$ cat src/rtl/fetch_stage_if.sv
// Instruction-memory bus between the fetch stage and a synchronous-read BRAM.
// The fetch stage presents a word address; the BRAM registers it and returns
// the addressed word on the following cycle.
interface fetch_stage_if #(
    parameter int IMEM_AW = 10
);
    logic [IMEM_AW-1:0] imem_addr;
    logic [31:0]        imem_rdata;

    modport master (
        output imem_addr,
        input  imem_rdata
    );

    modport slave (
        input  imem_addr,
        output imem_rdata
    );
endinterface

$ cat src/rtl/fetch_stage.sv
// Instruction-fetch stage and IF/ID pipeline register for a 5-stage RV32I core.
// Selects the next PC (reset / halt / redirect / stall / sequential), drives the
// BRAM word address from that next PC so the read data lines up with pc_q, and
// loads IF/ID with either the fetched instruction or a NOP bubble. A misaligned
// redirect target parks the stage in HALT until reset.
module fetch_stage #(
    parameter int              XLEN     = 32,
    parameter int              IMEM_AW  = 10,
    parameter logic [XLEN-1:0] RESET_PC = '0,
    parameter int              CNT_W    = 32
) (
    input  logic             clk,
    input  logic             reset,
    input  logic             flush,
    input  logic [XLEN-1:0]  target_EX,
    input  logic             stall,
    fetch_stage_if.master    imem,
    output logic [XLEN-1:0]  PC_IF,
    output logic [XLEN-1:0]  PC_IF_ID,
    output logic [XLEN-1:0]  PC4_IF_ID,
    output logic [31:0]      instr_IF_ID,
    output logic             valid_IF_ID,
    output logic             misalign_err,
    output logic [CNT_W-1:0] flush_cnt,
    output logic [CNT_W-1:0] stall_cnt
);

    localparam logic [0:0]  ST_RUN  = 1'b0;
    localparam logic [0:0]  ST_HALT = 1'b1;
    localparam logic [31:0] NOP     = 32'h0000_0013;

    logic [0:0]       state_q, state_d;
    logic [XLEN-1:0]  pc_q, pc_d;
    logic [XLEN-1:0]  pc_id_q, pc_id_d;
    logic [XLEN-1:0]  pc4_id_q, pc4_id_d;
    logic [31:0]      instr_id_q, instr_id_d;
    logic             valid_id_q, valid_id_d;
    logic             misalign_q, misalign_d;
    logic [CNT_W-1:0] flush_cnt_q, flush_cnt_d;
    logic [CNT_W-1:0] stall_cnt_q, stall_cnt_d;
    logic [XLEN-1:0]  pc_plus4;

    assign pc_plus4 = pc_q + XLEN'(4);

    // Next-PC selection, IF/ID load, halt entry and counter updates, in priority order.
    always_comb begin
        // NOTE: every output of this block gets a default first so no path leaves a latch.
        pc_d        = pc_plus4;
        pc_id_d     = pc_id_q;
        pc4_id_d    = pc4_id_q;
        instr_id_d  = instr_id_q;
        valid_id_d  = valid_id_q;
        state_d     = state_q;
        misalign_d  = misalign_q;
        flush_cnt_d = flush_cnt_q;
        stall_cnt_d = stall_cnt_q;

        if (reset) begin
            pc_d = RESET_PC;
        end else if (state_q == ST_HALT) begin
            pc_d       = pc_q;
            pc_id_d    = '0;
            pc4_id_d   = '0;
            instr_id_d = NOP;
            valid_id_d = 1'b0;
        end else if (flush) begin
            // Redirect beats a simultaneous stall; the wrong-path fetch becomes a bubble.
            pc_d       = target_EX;
            pc_id_d    = '0;
            pc4_id_d   = '0;
            instr_id_d = NOP;
            valid_id_d = 1'b0;
            if (flush_cnt_q != '1) flush_cnt_d = flush_cnt_q + CNT_W'(1);
            if (target_EX[1:0] != 2'b00) begin
                state_d    = ST_HALT;
                misalign_d = 1'b1;
            end
        end else if (stall) begin
            // Re-present pc_q so the BRAM output is still mem[pc_q] when the stall drops.
            pc_d = pc_q;
            if (stall_cnt_q != '1) stall_cnt_d = stall_cnt_q + CNT_W'(1);
        end else begin
            pc_id_d    = pc_q;
            pc4_id_d   = pc_plus4;
            instr_id_d = imem.imem_rdata;
            valid_id_d = 1'b1;
        end
    end

    // The BRAM registers the next PC, so its data belongs to pc_q one cycle later.
    assign imem.imem_addr = pc_d[IMEM_AW+1:2];

    // State register with synchronous reset to the bubble / RESET_PC state.
    always_ff @(posedge clk) begin
        // NOTE: sequential state uses non-blocking assignments so all registers update together.
        if (reset) begin
            state_q     <= ST_RUN;
            pc_q        <= RESET_PC;
            pc_id_q     <= '0;
            pc4_id_q    <= '0;
            instr_id_q  <= NOP;
            valid_id_q  <= 1'b0;
            misalign_q  <= 1'b0;
            flush_cnt_q <= '0;
            stall_cnt_q <= '0;
        end else begin
            state_q     <= state_d;
            pc_q        <= pc_d;
            pc_id_q     <= pc_id_d;
            pc4_id_q    <= pc4_id_d;
            instr_id_q  <= instr_id_d;
            valid_id_q  <= valid_id_d;
            misalign_q  <= misalign_d;
            flush_cnt_q <= flush_cnt_d;
            stall_cnt_q <= stall_cnt_d;
        end
    end

    assign PC_IF        = pc_q;
    assign PC_IF_ID     = pc_id_q;
    assign PC4_IF_ID    = pc4_id_q;
    assign instr_IF_ID  = instr_id_q;
    assign valid_IF_ID  = valid_id_q;
    assign misalign_err = misalign_q;
    assign flush_cnt    = flush_cnt_q;
    assign stall_cnt    = stall_cnt_q;

endmodule

$ cat src/flat_wrapper.sv
// flat-port wrapper written by rule: the top's interface ports become plain ports
module fetch_stage_flat 
#(
    parameter int              XLEN     = 32,
    parameter int              IMEM_AW  = 10,
    parameter logic [XLEN-1:0] RESET_PC = '0,
    parameter int              CNT_W    = 32
)
  (clk, reset, flush, target_EX, stall, PC_IF, PC_IF_ID, PC4_IF_ID, instr_IF_ID, valid_IF_ID, misalign_err, flush_cnt, stall_cnt, imem_imem_addr, imem_imem_rdata);
  fetch_stage_if #(.IMEM_AW(IMEM_AW)) imem_i ();
  input  logic clk;
  input  logic reset;
  input  logic flush;
  input  logic [XLEN-1:0] target_EX;
  input  logic stall;
  output logic [XLEN-1:0] PC_IF;
  output logic [XLEN-1:0] PC_IF_ID;
  output logic [XLEN-1:0] PC4_IF_ID;
  output logic [31:0] instr_IF_ID;
  output logic valid_IF_ID;
  output logic misalign_err;
  output logic [CNT_W-1:0] flush_cnt;
  output logic [CNT_W-1:0] stall_cnt;
  output wire logic [$bits(imem_i.imem_addr)-1:0] imem_imem_addr;
  input wire logic [$bits(imem_i.imem_rdata)-1:0] imem_imem_rdata;
  assign imem_imem_addr = imem_i.imem_addr;
  assign imem_i.imem_rdata = imem_imem_rdata;
  fetch_stage #(.XLEN(XLEN), .IMEM_AW(IMEM_AW), .RESET_PC(RESET_PC), .CNT_W(CNT_W)) u_core (.clk(clk), .reset(reset), .flush(flush), .target_EX(target_EX), .stall(stall), .imem(imem_i), .PC_IF(PC_IF), .PC_IF_ID(PC_IF_ID), .PC4_IF_ID(PC4_IF_ID), .instr_IF_ID(instr_IF_ID), .valid_IF_ID(valid_IF_ID), .misalign_err(misalign_err), .flush_cnt(flush_cnt), .stall_cnt(stall_cnt));
endmodule
$ cat config.mk
export PLATFORM = sky130hd
export DESIGN_NAME = fetch_stage_flat
export DESIGN_NICKNAME = d
export VERILOG_FILES = /design/src/rtl/fetch_stage_if.sv /design/src/rtl/fetch_stage.sv /design/src/flat_wrapper.sv
export SDC_FILE = /design/constraint.sdc
export NUM_CORES = 1
export LEC_CHECK = 0
export CAP_MARGIN = 25
export CELL_PAD_IN_SITES_DETAIL_PLACEMENT = 0
export CELL_PAD_IN_SITES_GLOBAL_PLACEMENT = 1
export CORE_UTILIZATION = 35
export CTS_CLUSTER_DIAMETER = 30
export DETAILED_ROUTE_END_ITERATION = 8
export PLACE_DENSITY_LB_ADDON = 0.2
export SETUP_SLACK_MARGIN = 0.15
export SLEW_MARGIN = 40
export SYNTH_ARGS = -nofsm -noshare
export SYNTH_HDL_FRONTEND = slang
export SYNTH_SLANG_ARGS = --single-unit
$ cat constraint.sdc
create_clock -name clk -period 3 [get_ports clk]
set_input_delay 0.6 -clock clk [delete_from_list [all_inputs] [get_ports clk]]
set_output_delay 0.6 -clock clk [all_outputs]
set_load 0.1 [all_outputs]
# Word level (Yosys, flattened, before mapping)
# Cells that the tools add are included.
op_classes:
  reduce_logical: 6
  mux: 7
  eq_ne: 3
  bitwise_logic: 2
  add_sub_neg: 3
ops:
  columns: ["operator", "n"]
  rows:
  - ["adder 32 x 1 -> 32 bit (second input constant)", 2]
  - ["2-to-1 mux 32 bit", 2]
  - ["inequality test 32 bit (second input constant)", 2]
  - ["adder 32 x 3 -> 32 bit (second input constant)", 1]
  - ["2-to-1 mux 12 bit", 2]
  - ["AND reduction 3 bit", 2]
  - ["AND reduction 4 bit", 1]
  - ["2-to-1 mux 1 bit", 3]
  - ["OR reduction 3 bit", 1]
  - ["inequality test 2 bit (second input constant)", 1]
  - ["NOT 1 bit", 2]
  - ["AND reduction 2 bit", 1]
  - ["nonzero test 2 bit", 1]
totals:
  reg_bits: 195
  output_inout_bits: 204
  elab_cells: 31
  inputBits: 68

# Logic depth before layout (Yosys ltp)
# Gate-level depths: netlist of run 1.
logic_depth:
  ltp_word: 5
  mapped_depth: 8
  ltp_nobuf: 6

# Worst setup path before layout of run 1
# OpenSTA, ideal clock, no wires.
synth_path:
  path_kind: "flip-flop to output port"
  from: "register u_core.pc_q[2] (netlist: u_core.PC_IF[2])"
  to: "output port imem_imem_addr[4]"
  path_slack_ps: -1748
  n_path_buf: 0
  arrival_ps: 4148
  stages_incl_launch_ff: 6
  cell_sequence: "dfxtp_1 > ha_1 > nand3_1 > o21ai_0 > a21oi_1 > a211oi_1"
synth_between:
  elab_chain_cells: 5
synth_lines:
  columns: ["element", "line", "rtl"]
  rows:
  - ["start, declared", "fetch_stage.sv:33", "logic [XLEN-1:0] pc_q, pc_d;"]
  - ["start signal, assigned", "fetch_stage.sv:108", "pc_q <= pc_d;"]
  - ["adder 32 x 3 -> 32 bit", "fetch_stage.sv:43", "assign pc_plus4 = pc_q + XLEN'(4);"]
  - ["2-to-1 mux 32 bit", "fetch_stage.sv:78", "end else if (stall) begin"]
  - ["2-to-1 mux 32 bit", "fetch_stage.sv:66", "end else if (flush) begin"]
  - ["2-to-1 mux 12 bit", "fetch_stage.sv:60", "end else if (state_q == ST_HALT) begin"]
  - ["2-to-1 mux 12 bit", "fetch_stage.sv:58", "if (reset) begin"]
  - ["end, declared", "flat_wrapper.sv:24", "output wire logic [$bits(imem_i.imem_addr)-1:0] imem_imem_addr;"]
# Every way passes these cells. The select of a mux whose other input is x is not followed.

# Worst setup path after layout of run 1
layout_path:
  from: "register u_core.pc_q[2] (netlist: u_core.PC_IF[2])"
  to: "output port imem_imem_addr[8]"
# The elaborated chain is that of the path after synthesis.

==> results.yml, run 1 <==
outcome:
  status: "finished clean"
worst_setup_path:
  crit_path_max_incr_delay_ns: 0.44
  reg2reg_depth: 6
  cp-end-kind: "output pin"
  crit_chain: "ha_4 > and3_2 > nand2_1 > o32a_1 > o22ai_2 > nor2_4 > buf_12"
  crit_family: "compound AO/OA/AOI/OAI gates"
  cp-start-kind: "register"
  critPathKind: "register to output pin"
  critical_path_buf_inv_count: 1
  cp_max_fo: 10
  crit_slowest_cell: "dfxtp_4"
  arrival_ns: 2.14
  worstPathRequired_ns: 2.40
  worstSetupPathDepth: 7
yosys:
  avgSynthCellArea_sq_um: 8.51
  synth_edf_count: 0
  syn_nets: 1129
  yosys_warnings: 0
  syn-instance-count: 1058
  synth_seq_area_share_pct: 42.9
  netlist_area_sq_mm: 0.00900
  synthArstFlopShare_pct: 0
  synthDistinctLibCells: 63
  synth_top_flop_cell: "dfxtp_1"
  synth-seq-cells: 193
timing:
  totalNegativeSetupSlack_ns: 0
  hold_viol: 0
  clock.fmax_ghz: 0.365
  min_period_ns: 2.74
  tightest_slew_ns: 0.762
  min_period_over_period_pct: 91.4
  slew_headroom_pct: 48.8
  timing.hold.ws_ns: 0.463
  finClkSkew_ns: 0.0178
  rsz0062_at_grt: "no"
  maxSlewViolCount: 0
  setup_viol: 0
die:
  core_sq_mm: 0.0252
  ios: 272
  initial_core_util_pct: 35.7
  fp.dieW_microns: 162
  chipHeight_microns: 162
  row_count: 58
  dieArea_sq_mm: 0.0264
placed_design:
  gp_congestion: 0.819
  dp_hpwl_microns: 21200
  placed_cells: 1633
  dpl-instance-area_sq_mm: 0.0119
  port_buffers: 271
power_and_ir_drop:
  power.density_mw_per_mm2: 505
  p_leak_nw: 4.95
  ir_worst_vdd_mv: 0.355
global_routing:
  antenna_found_initial: 1
  grt_overflow: 0
  grt_pass1_vias: 8063
  grt_max_degree: 54
  grt_pass1_wl_microns: 45400
  grt_util_all_layers_pct: 21.8
layout:
  area_growth_pct: 40.2
  postLayoutCellArea_sq_mm: 0.0126
  nets: 1396
  drive_gt1_share_pct: 26.4
  fin_util_pct: 50.1
  finalNonFillerCells: 1669
detailed_routing:
  wl_microns: 29100
  num_vias: 8855
  dr.pass1.iters: 4
  avgRoutedWirePerCell_microns: 17.4
  drcViolationCount: 0
  detail-route-antenna-nets: 0
  drt_first_iter_violations: 536
  viasPerCell: 5.31
clock_network:
  root_buffer: "clkbuf_16"
  clockBufferDepth: 2
  clk_latency_ns: 0.44
  htreeDepth: 4
  cts_tree: "done"
  postCtsHoldBufs: 0
  numCtsBuffers: 17
  clock-sinks: 193
  clk_pin_slew_worst_paths_ns: 0.08
min_path:
  hold_class: "register to register"
  holdPathStages: 1
job:
  max_cap_violations: 0
==> flip-flops by register name, indices dropped and copies added, names as in the netlist <==
signal	cells
u_core.instr_IF_ID	32
u_core.PC4_IF_ID	32
u_core.flush_cnt	32
u_core.PC_IF	32
u_core.stall_cnt	32
u_core.valid_IF_ID	1
u_core.misalign_err	1
u_core.PC_IF_ID	30
u_core.state_q	1
==> metrics by stage <==
stage               power [mW]  worst slack (ns)
finish                    6.38             0.258
detailed placement        4.06            0.0258
global route              6.63             0.166
floorplan                 3.66             0.118
global placement          4.06            0.0596
CTS                       6.45             0.155
==> placed cells by master (no fill, tap or decap), types with 18 or more instances in the layout <==
cell type and count:
a21oi_1 93, buf_4 249, clkdlybuf4s50_1 64, dfxtp_1 185, mux2i_1 64, nand2_1 83
nand3_1 39, nand4_1 21, nor2_1 114, o21ai_0 66, o31ai_1 18, or3_1 37
xnor2_1 19
==> worst paths after layout <==
kind,from,to,slack [ns]
min,u_core.valid_IF_ID$_SDFFE_PP0N_,u_core.valid_IF_ID$_SDFFE_PP0N_,0.46
max reg2reg,u_core.PC_IF[11]$_SDFF_PP0_,u_core.PC4_IF_ID[23]$_SDFFE_PP0N_,0.63
max,u_core.PC_IF[2]$_SDFF_PP0_,imem_imem_addr[8],0.26
min reg2reg,u_core.valid_IF_ID$_SDFFE_PP0N_,u_core.valid_IF_ID$_SDFFE_PP0N_,0.46
==> final cells by class <==
| cell class | count | area, sq um |
|---|---|---|
| clock inverters | 15 | 185 |
| clock buffers | 17 | 425 |
| diodes | 1 | 2.50 |
| multi-input cells | 772 | 4900 |
| well taps | 330 | 413 |
| repair buffers | 327 | 2760 |
| flip-flops and latches | 193 | 3880 |
| fillers | 2443 | 12600 |
| inverters | 14 | 52.6 |
==> power breakdown <==
part	switching [mW]	total, mW	internal, mW
combinational	0.911	1.29	0.381
sequential	0.0878	2.72	2.63
clock	1.23	2.37	1.14
==> Yosys cell counts, types with 16 or more instances <==
library cell / n / share of area, %
mux2i_1: 64 / 7.1
nand2_1: 83 / 3.5
and4_1: 16 / 1.6
nand4_1: 21 / 1.5
nand3_1: 41 / 2.3
o31ai_1: 18 / 1.5
dfxtp_1: 193 / 43
or3_1: 37 / 2.6
o21ai_0: 68 / 3.8
xnor2_1: 20 / 1.9
or4_1: 17 / 1.4
clkbuf_1: 48 / 2.0
nor2_1: 118 / 4.9
nor3_1: 17 / 0.95
a21oi_1: 96 / 5.3
==> cell families (layout without fill, tap and decap cells) <==
logic type / Yosys count / count (layout) / share of synthesized area (%)
other cells: 0 / 1 / 0
mux: 71 / 71 / 7.99
compound gates: 255 / 255 / 17.4
simple gates: 415 / 415 / 24.2
buf+inv: 93 / 373 / 4.31
xor+xnor: 28 / 28 / 2.72
flops: 193 / 193 / 42.9
fa+ha+maj: 3 / 3 / 0.417
==> routing by layer <==
metal,track usage [%],up-vias,share of wire [%]
met5,0,-,0
met3,4.51,29,6.4
met1,30.2,4166,47
met2,34.4,253,45
met4,5.66,0,1.5
li1,-,4407,-
==> repair_timing <==
item / CTS / global route
pin swaps: 1 / 0
resized for setup: 9 / 8
setup endpoints to repair: 6 / 9
gates cloned: 0 / 1
endpoints found under the hold margin: 0 / 0
buffers inserted: 0 / 2
(Power assumes the default switching activity.)
==> run 2: changes to the inputs <==
--- a/config.mk
+++ b/config.mk
@@ -5,9 +5,11 @@
 export SDC_FILE = /design/constraint.sdc
 export NUM_CORES = 1
 export LEC_CHECK = 0
+export ABC_CLOCK_PERIOD_IN_PS = 3000
 export CAP_MARGIN = 25
 export CELL_PAD_IN_SITES_DETAIL_PLACEMENT = 0
 export CELL_PAD_IN_SITES_GLOBAL_PLACEMENT = 1
+export CORE_MARGIN = 2
 export CORE_UTILIZATION = 35
 export CTS_CLUSTER_DIAMETER = 30
 export DETAILED_ROUTE_END_ITERATION = 8
==> run 2 against run 1 <==
Compared with the run above:
- cell count barely moved
- critical path depth did not move
- setup slack got worse by 0.053 ns
==> results.yml, run 2 (same netlist as run 1, synthesis figures left out) <==
global_routing:
  grt_max_degree: 58
  grt_util_all_layers_pct: 21.5
  grt_pass1_vias: 8216
  grt_overflow: 0
  grt_pass1_wl_microns: 46000
  antenna_found_initial: 4
placed_design:
  gp_congestion: 0.797
  port_buffers: 271
  dp_hpwl_microns: 21500
timing:
  finClkSkew_ns: 0.0149
  maxSlewViolCount: 0
  timing.hold.ws_ns: 0.470
  hold_viol: 0
  min_period_over_period_pct: 93.2
  tightest_slew_ns: 0.713
  setup_viol: 0
  rsz0062_at_grt: "yes"
  slew_headroom_pct: 52.1
  min_period_ns: 2.79
  totalNegativeSetupSlack_ns: 0
  clock.fmax_ghz: 0.358
min_path:
  min_from: "u_core.PC4_IF_ID[12]$_SDFFE_PP0N_"
  holdPathStages: 2
  hold_class: "register to register"
worst_setup_path:
  reg2reg_from: "u_core.PC_IF[10]$_SDFF_PP0_"
  critPathKind: "input pin to output pin"
  worstPathRequired_ns: 2.40
  cp-end-kind: "output pin"
  cp-start-kind: "input pin"
  r2r_slack_ns: 0.69
  reg2reg_depth: 5
  cp_max_fo: 14
  crit_start: "flush"
  arrival_ns: 2.19
clock_network:
  htreeDepth: 4
  cts_tree: "done"
  clock-sinks: 193
  clockBufferDepth: 2
  numCtsBuffers: 17
  clk_pin_slew_worst_paths_ns: 0.08
  root_buffer: "clkbuf_16"
  clk_latency_ns: 0.44
die:
  core_sq_mm: 0.0252
  initial_core_util_pct: 35.7
  fp.dieW_microns: 164
  dieArea_sq_mm: 0.0270
  row_count: 58
  ios: 272
  chipHeight_microns: 164
layout:
  register_area_sq_mm: 0.00388
  final_cell_mix: "buf_4 (248), dfxtp_1 (185), nor2_1 (113), a21oi_1 (94), nand2_1 (83)"
  nets: 1396
  area_growth_pct: 40.4
  final_common_cell: "buf_4"
  multiInputGateArea_sq_mm: 0.00490
  nFillCells: 2484
  drive_gt1_share_pct: 26.5
detailed_routing:
  num_vias: 8898
  avgRoutedWirePerCell_microns: 17.8
  wl_microns: 29700
  drt_first_iter_violations: 484
  dr.pass1.iters: 5
  drcViolationCount: 0
  viasPerCell: 5.33
  detail-route-antenna-nets: 0
power_and_ir_drop:
  power.density_mw_per_mm2: 509
  p_leak_nw: 4.95
  ir_worst_vdd_mv: 0.312
outcome:
  status: "finished clean"
job:
  max_cap_violations: 0
==> run 2: critical path: stages <==
cell and delay, ns:
clkdlybuf4s50_1 0.41, buf_6 0.15, buf_6 0.15, or3_1 0.37, o21ai_0 0.18, a211oi_4 0.13
buf_12 0.19
==> run 2: routing by layer <==
layer,global-route usage [%],wire length (microns),vias to the layer above
li1,-,-,4393
met1,29.4,13700,4215
met2,33.9,13400,255
met3,4.90,2050,31
met4,5.98,431,4
met5,0,23,-
==> run 2: through the flow <==
stage	power (mW)	cells	instance area (sq um)	setup slack [ns]	utilization [%]
after floorplan	3.66	1058	9090	0.118	-
final	6.43	1670	12600	0.205	50.2
after global placement	4.05	1631	11900	0.161	47.3
after global routing	6.66	1668	12600	0.102	50.2
after CTS	6.48	1663	12600	0.153	49.9
after detailed placement	4.06	1631	11900	0.137	47.3
==> run 2: timing repair <==
item / in CTS / in global routing
setup buffers: 0 / 4
endpoints found under the hold margin: 0 / 0
pin swaps: 1 / 0
hold buffers: 0 / 0
cloned: 0 / 1
endpoints found under the setup margin: 3 / 8
gates resized for setup: 6 / 10
==> run 2: final cells by class <==
class	count	area share, %
antenna	2	0.0396
clock buffer	17	3.37
clock inverter	15	1.59
inverter	14	0.445
multi-input combinational	772	38.8
sequential	193	30.7
tap	330	3.27
timing repair buffer	326	21.8
timing repair inverter	1	0.0396
==> run 2: power by group <==
group	internal [mW]	switching [mW]	total, mW
sequential	2.63	0.0886	2.72
combinational	0.381	0.913	1.29
clock	1.16	1.26	2.41
total	4.17	2.26	6.43
==> run 2: path summary, 6_finish.rpt <==
kind,endpoint
worst max-delay path,imem_imem_addr[4]
worst min-delay path,u_core.PC4_IF_ID[12]$_SDFFE_PP0N_
worst max register to register,u_core.PC_IF[29]$_SDFFE_PP0P_
worst min register to register,u_core.PC4_IF_ID[12]$_SDFFE_PP0N_
==> run 3: changes to the inputs <==
--- a/config.mk
+++ b/config.mk
@@ -13,9 +13,11 @@
 export CORE_UTILIZATION = 35
 export CTS_CLUSTER_DIAMETER = 30
 export DETAILED_ROUTE_END_ITERATION = 8
+export MAX_ROUTING_LAYER = met4
 export PLACE_DENSITY_LB_ADDON = 0.2
 export SETUP_SLACK_MARGIN = 0.15
 export SLEW_MARGIN = 40
 export SYNTH_ARGS = -nofsm -noshare
 export SYNTH_HDL_FRONTEND = slang
 export SYNTH_SLANG_ARGS = --single-unit
+export TNS_END_PERCENT = 20
==> run 3 against run 2 <==
Compared with the run above:
- combinational power about the same
- critical endpoint is now imem_imem_addr[6]
- global-route usage is 0.16 points higher
- largest power group unchanged
- power fell by 2.0%
- sequential cell count stayed put
- sequential share of layout area is 0.16 points higher
- maximum frequency fell by 0.71%
- core utilization is 0.29 points lower
- die area did not move
==> results.yml, run 3 (same netlist as run 1, synthesis figures left out) <==
worst_setup_path:
  arrival_ns: 2.21
  critical_path_buf_inv_count: 1
  crit_path_max_incr_delay_ns: 0.42
  worstPathRequired_ns: 2.40
  r2r_slack_ns: 0.61
  cp_max_fo: 9
  crit_slowest_cell: "dfxtp_4"
  reg2reg_depth: 5
  critPathKind: "register to output pin"
  cp-start-kind: "register"
  cp-end-kind: "output pin"
  crit_family: "simple AND/OR/NAND/NOR gates"
  reg2reg_from: "u_core.PC_IF[10]$_SDFF_PP0_"
  crit_chain: "ha_4 > and3_2 > and3_1 > nand2_1 > a21oi_1 > o221a_2 > buf_12"
  reg2reg_to: "u_core.PC_IF[29]$_SDFFE_PP0P_"
die:
  dieArea_sq_mm: 0.0270
  row_count: 58
  chipHeight_microns: 164
  initial_core_util_pct: 35.7
  fp.dieW_microns: 164
  ios: 272
  core_sq_mm: 0.0252
power_and_ir_drop:
  fin_total_pwr_mw: 6.30
  p_leak_nw: 4.93
  power.density_mw_per_mm2: 501
  ir_worst_vdd_mv: 0.289
clock_network:
  numCtsBuffers: 17
  root_buffer: "clkbuf_16"
  clk_latency_ns: 0.44
  cts_tree: "done"
  clockBufferDepth: 2
  htreeDepth: 4
  clock-sinks: 193
  clk_pin_slew_worst_paths_ns: 0.08
timing:
  finClkSkew_ns: 0.0177
  timing.hold.ws_ns: 0.460
  clock.fmax_ghz: 0.355
  tightest_slew_ns: 0.753
  slew_headroom_pct: 49.4
  maxSlewViolCount: 0
  rsz0062_at_grt: "yes"
  layout_setup_ws_ns: 0.185
  min_period_over_period_pct: 93.8
  setup_viol: 0
  hold_viol: 0
  min_period_ns: 2.81
placed_design:
  place_ws_ns: 0.0901
  dp_hpwl_microns: 21600
  gp_congestion: 0.821
  dpl-instance-area_sq_mm: 0.0119
  port_buffers: 271
global_routing:
  antenna_found_initial: 3
  grt_max_degree: 71
  grt_pass1_vias: 7910
  grt_pass1_wl_microns: 44700
  grt_util_all_layers_pct: 21.7
  grt_overflow: 0
job:
  max_cap_violations: 0
layout:
  drive_gt1_share_pct: 25.8
  final_cell_mix: "buf_4 (244), dfxtp_1 (185), nor2_1 (114), a21oi_1 (95), nand2_1 (83)"
  final_common_cell: "buf_4"
  nFillCells: 2482
  area_growth_pct: 39.6
  nets: 1393
  fin_util_pct: 49.9
  postLayoutCellArea_sq_mm: 0.0126
min_path:
  holdPathStages: 1
  min_from: "u_core.valid_IF_ID$_SDFFE_PP0N_"
  worst_hold_path.endpoint: "u_core.valid_IF_ID$_SDFFE_PP0N_"
  hold_class: "register to register"
detailed_routing:
  viasPerCell: 5.30
  drt_first_iter_violations: 509
  dr.pass1.iters: 5
  drcViolationCount: 0
  avgRoutedWirePerCell_microns: 17.8
  num_vias: 8846
  detail-route-antenna-nets: 0
  wl_microns: 29600
outcome:
  status: "finished clean"
[run 3: changes by cell type in the layout (fill, tap and decap cells not counted), moves of 2 or more]
| cell | change |
|---|---|
| buf_12 | +2 |
| buf_4 | -4 |
| buf_6 | -2 |
| clkinv_2 | +2 |
| clkinv_8 | -4 |
| clkinvlp_4 | +2 |
| inv_12 | -3 |
| inv_6 | -2 |
| inv_8 | +4 |
[run 3: final cells by class]
cell class | count | area, sq um | share of cell area (%)
well taps | 330 | 413 | 3.29
flip-flops and latches | 193 | 3880 | 30.8
multi-input cells | 772 | 4850 | 38.6
repair buffers | 323 | 2770 | 22.0
clock inverters | 14 | 141 | 1.13
inverters | 14 | 56.3 | 0.448
clock buffers | 18 | 439 | 3.49
diodes | 3 | 7.51 | 0.0597
repair inverters | 1 | 7.51 | 0.0597
[run 3: worst max path at each step]
stage | startpoint | to | slack, ns | cells after the start
after floorplan | flush | imem_imem_addr[2] | -0.08 | 7
after global placement | flush | imem_imem_addr[8] | 0.09 | 7
after detailed placement | flush | imem_imem_addr[8] | 0.09 | 7
after CTS | flush | imem_imem_addr[4] | 0.1 | 6
after global routing | u_core.PC_IF[3]$_SDFF_PP0_ | imem_imem_addr[6] | 0.10 | 7
final | u_core.PC_IF[3]$_SDFF_PP0_ | imem_imem_addr[6] | 0.19 | 7
[run 3: timing repair]
item	CTS	global route
hold buffers	0	0
endpoints found under the setup margin	5	6
pin swaps	0	1
buffers inserted	0	1
gates resized for setup	5	6
gates cloned	0	2
[run 3: power by group]
part	switching [mW]	leakage [nW]	internal (mW)
Sequential	0.0903	1.57	2.63
Combinational	0.912	3.07	0.378
Clock	1.15	0.286	1.13
[run 3: worst register-to-register path, stage by stage, from the launching register on]
cell and delay [ns]:
dfxtp_1 0.50, nand2_1 0.24, or4_1 0.64, or3_1 0.38, o311ai_0 0.39, nand3_1 0.12
[run 3: layer usage]
| layer | vias to the layer above | GRT usage (%) | part of all wire (%) | wire length, microns |
|---|---|---|---|---|
| li1 | 4400 | - | - | - |
| met3 | 25 | 4.39 | 6.1 | 1800 |
| met2 | 231 | 34.2 | 47 | 13800 |
| met4 | 0 | 5.66 | 1.5 | 454 |
| met1 | 4190 | 28.3 | 46 | 13600 |
| met5 | - | - | 0 | 0 |
[run 3: metrics by stage]
step | TNS (ns) | std cells
global placement | 0 | 1630
floorplan | -0.0769 | 1058
CTS | 0 | 1662
finish | 0 | 1668
global route | 0 | 1668
detailed placement | 0 | 1630
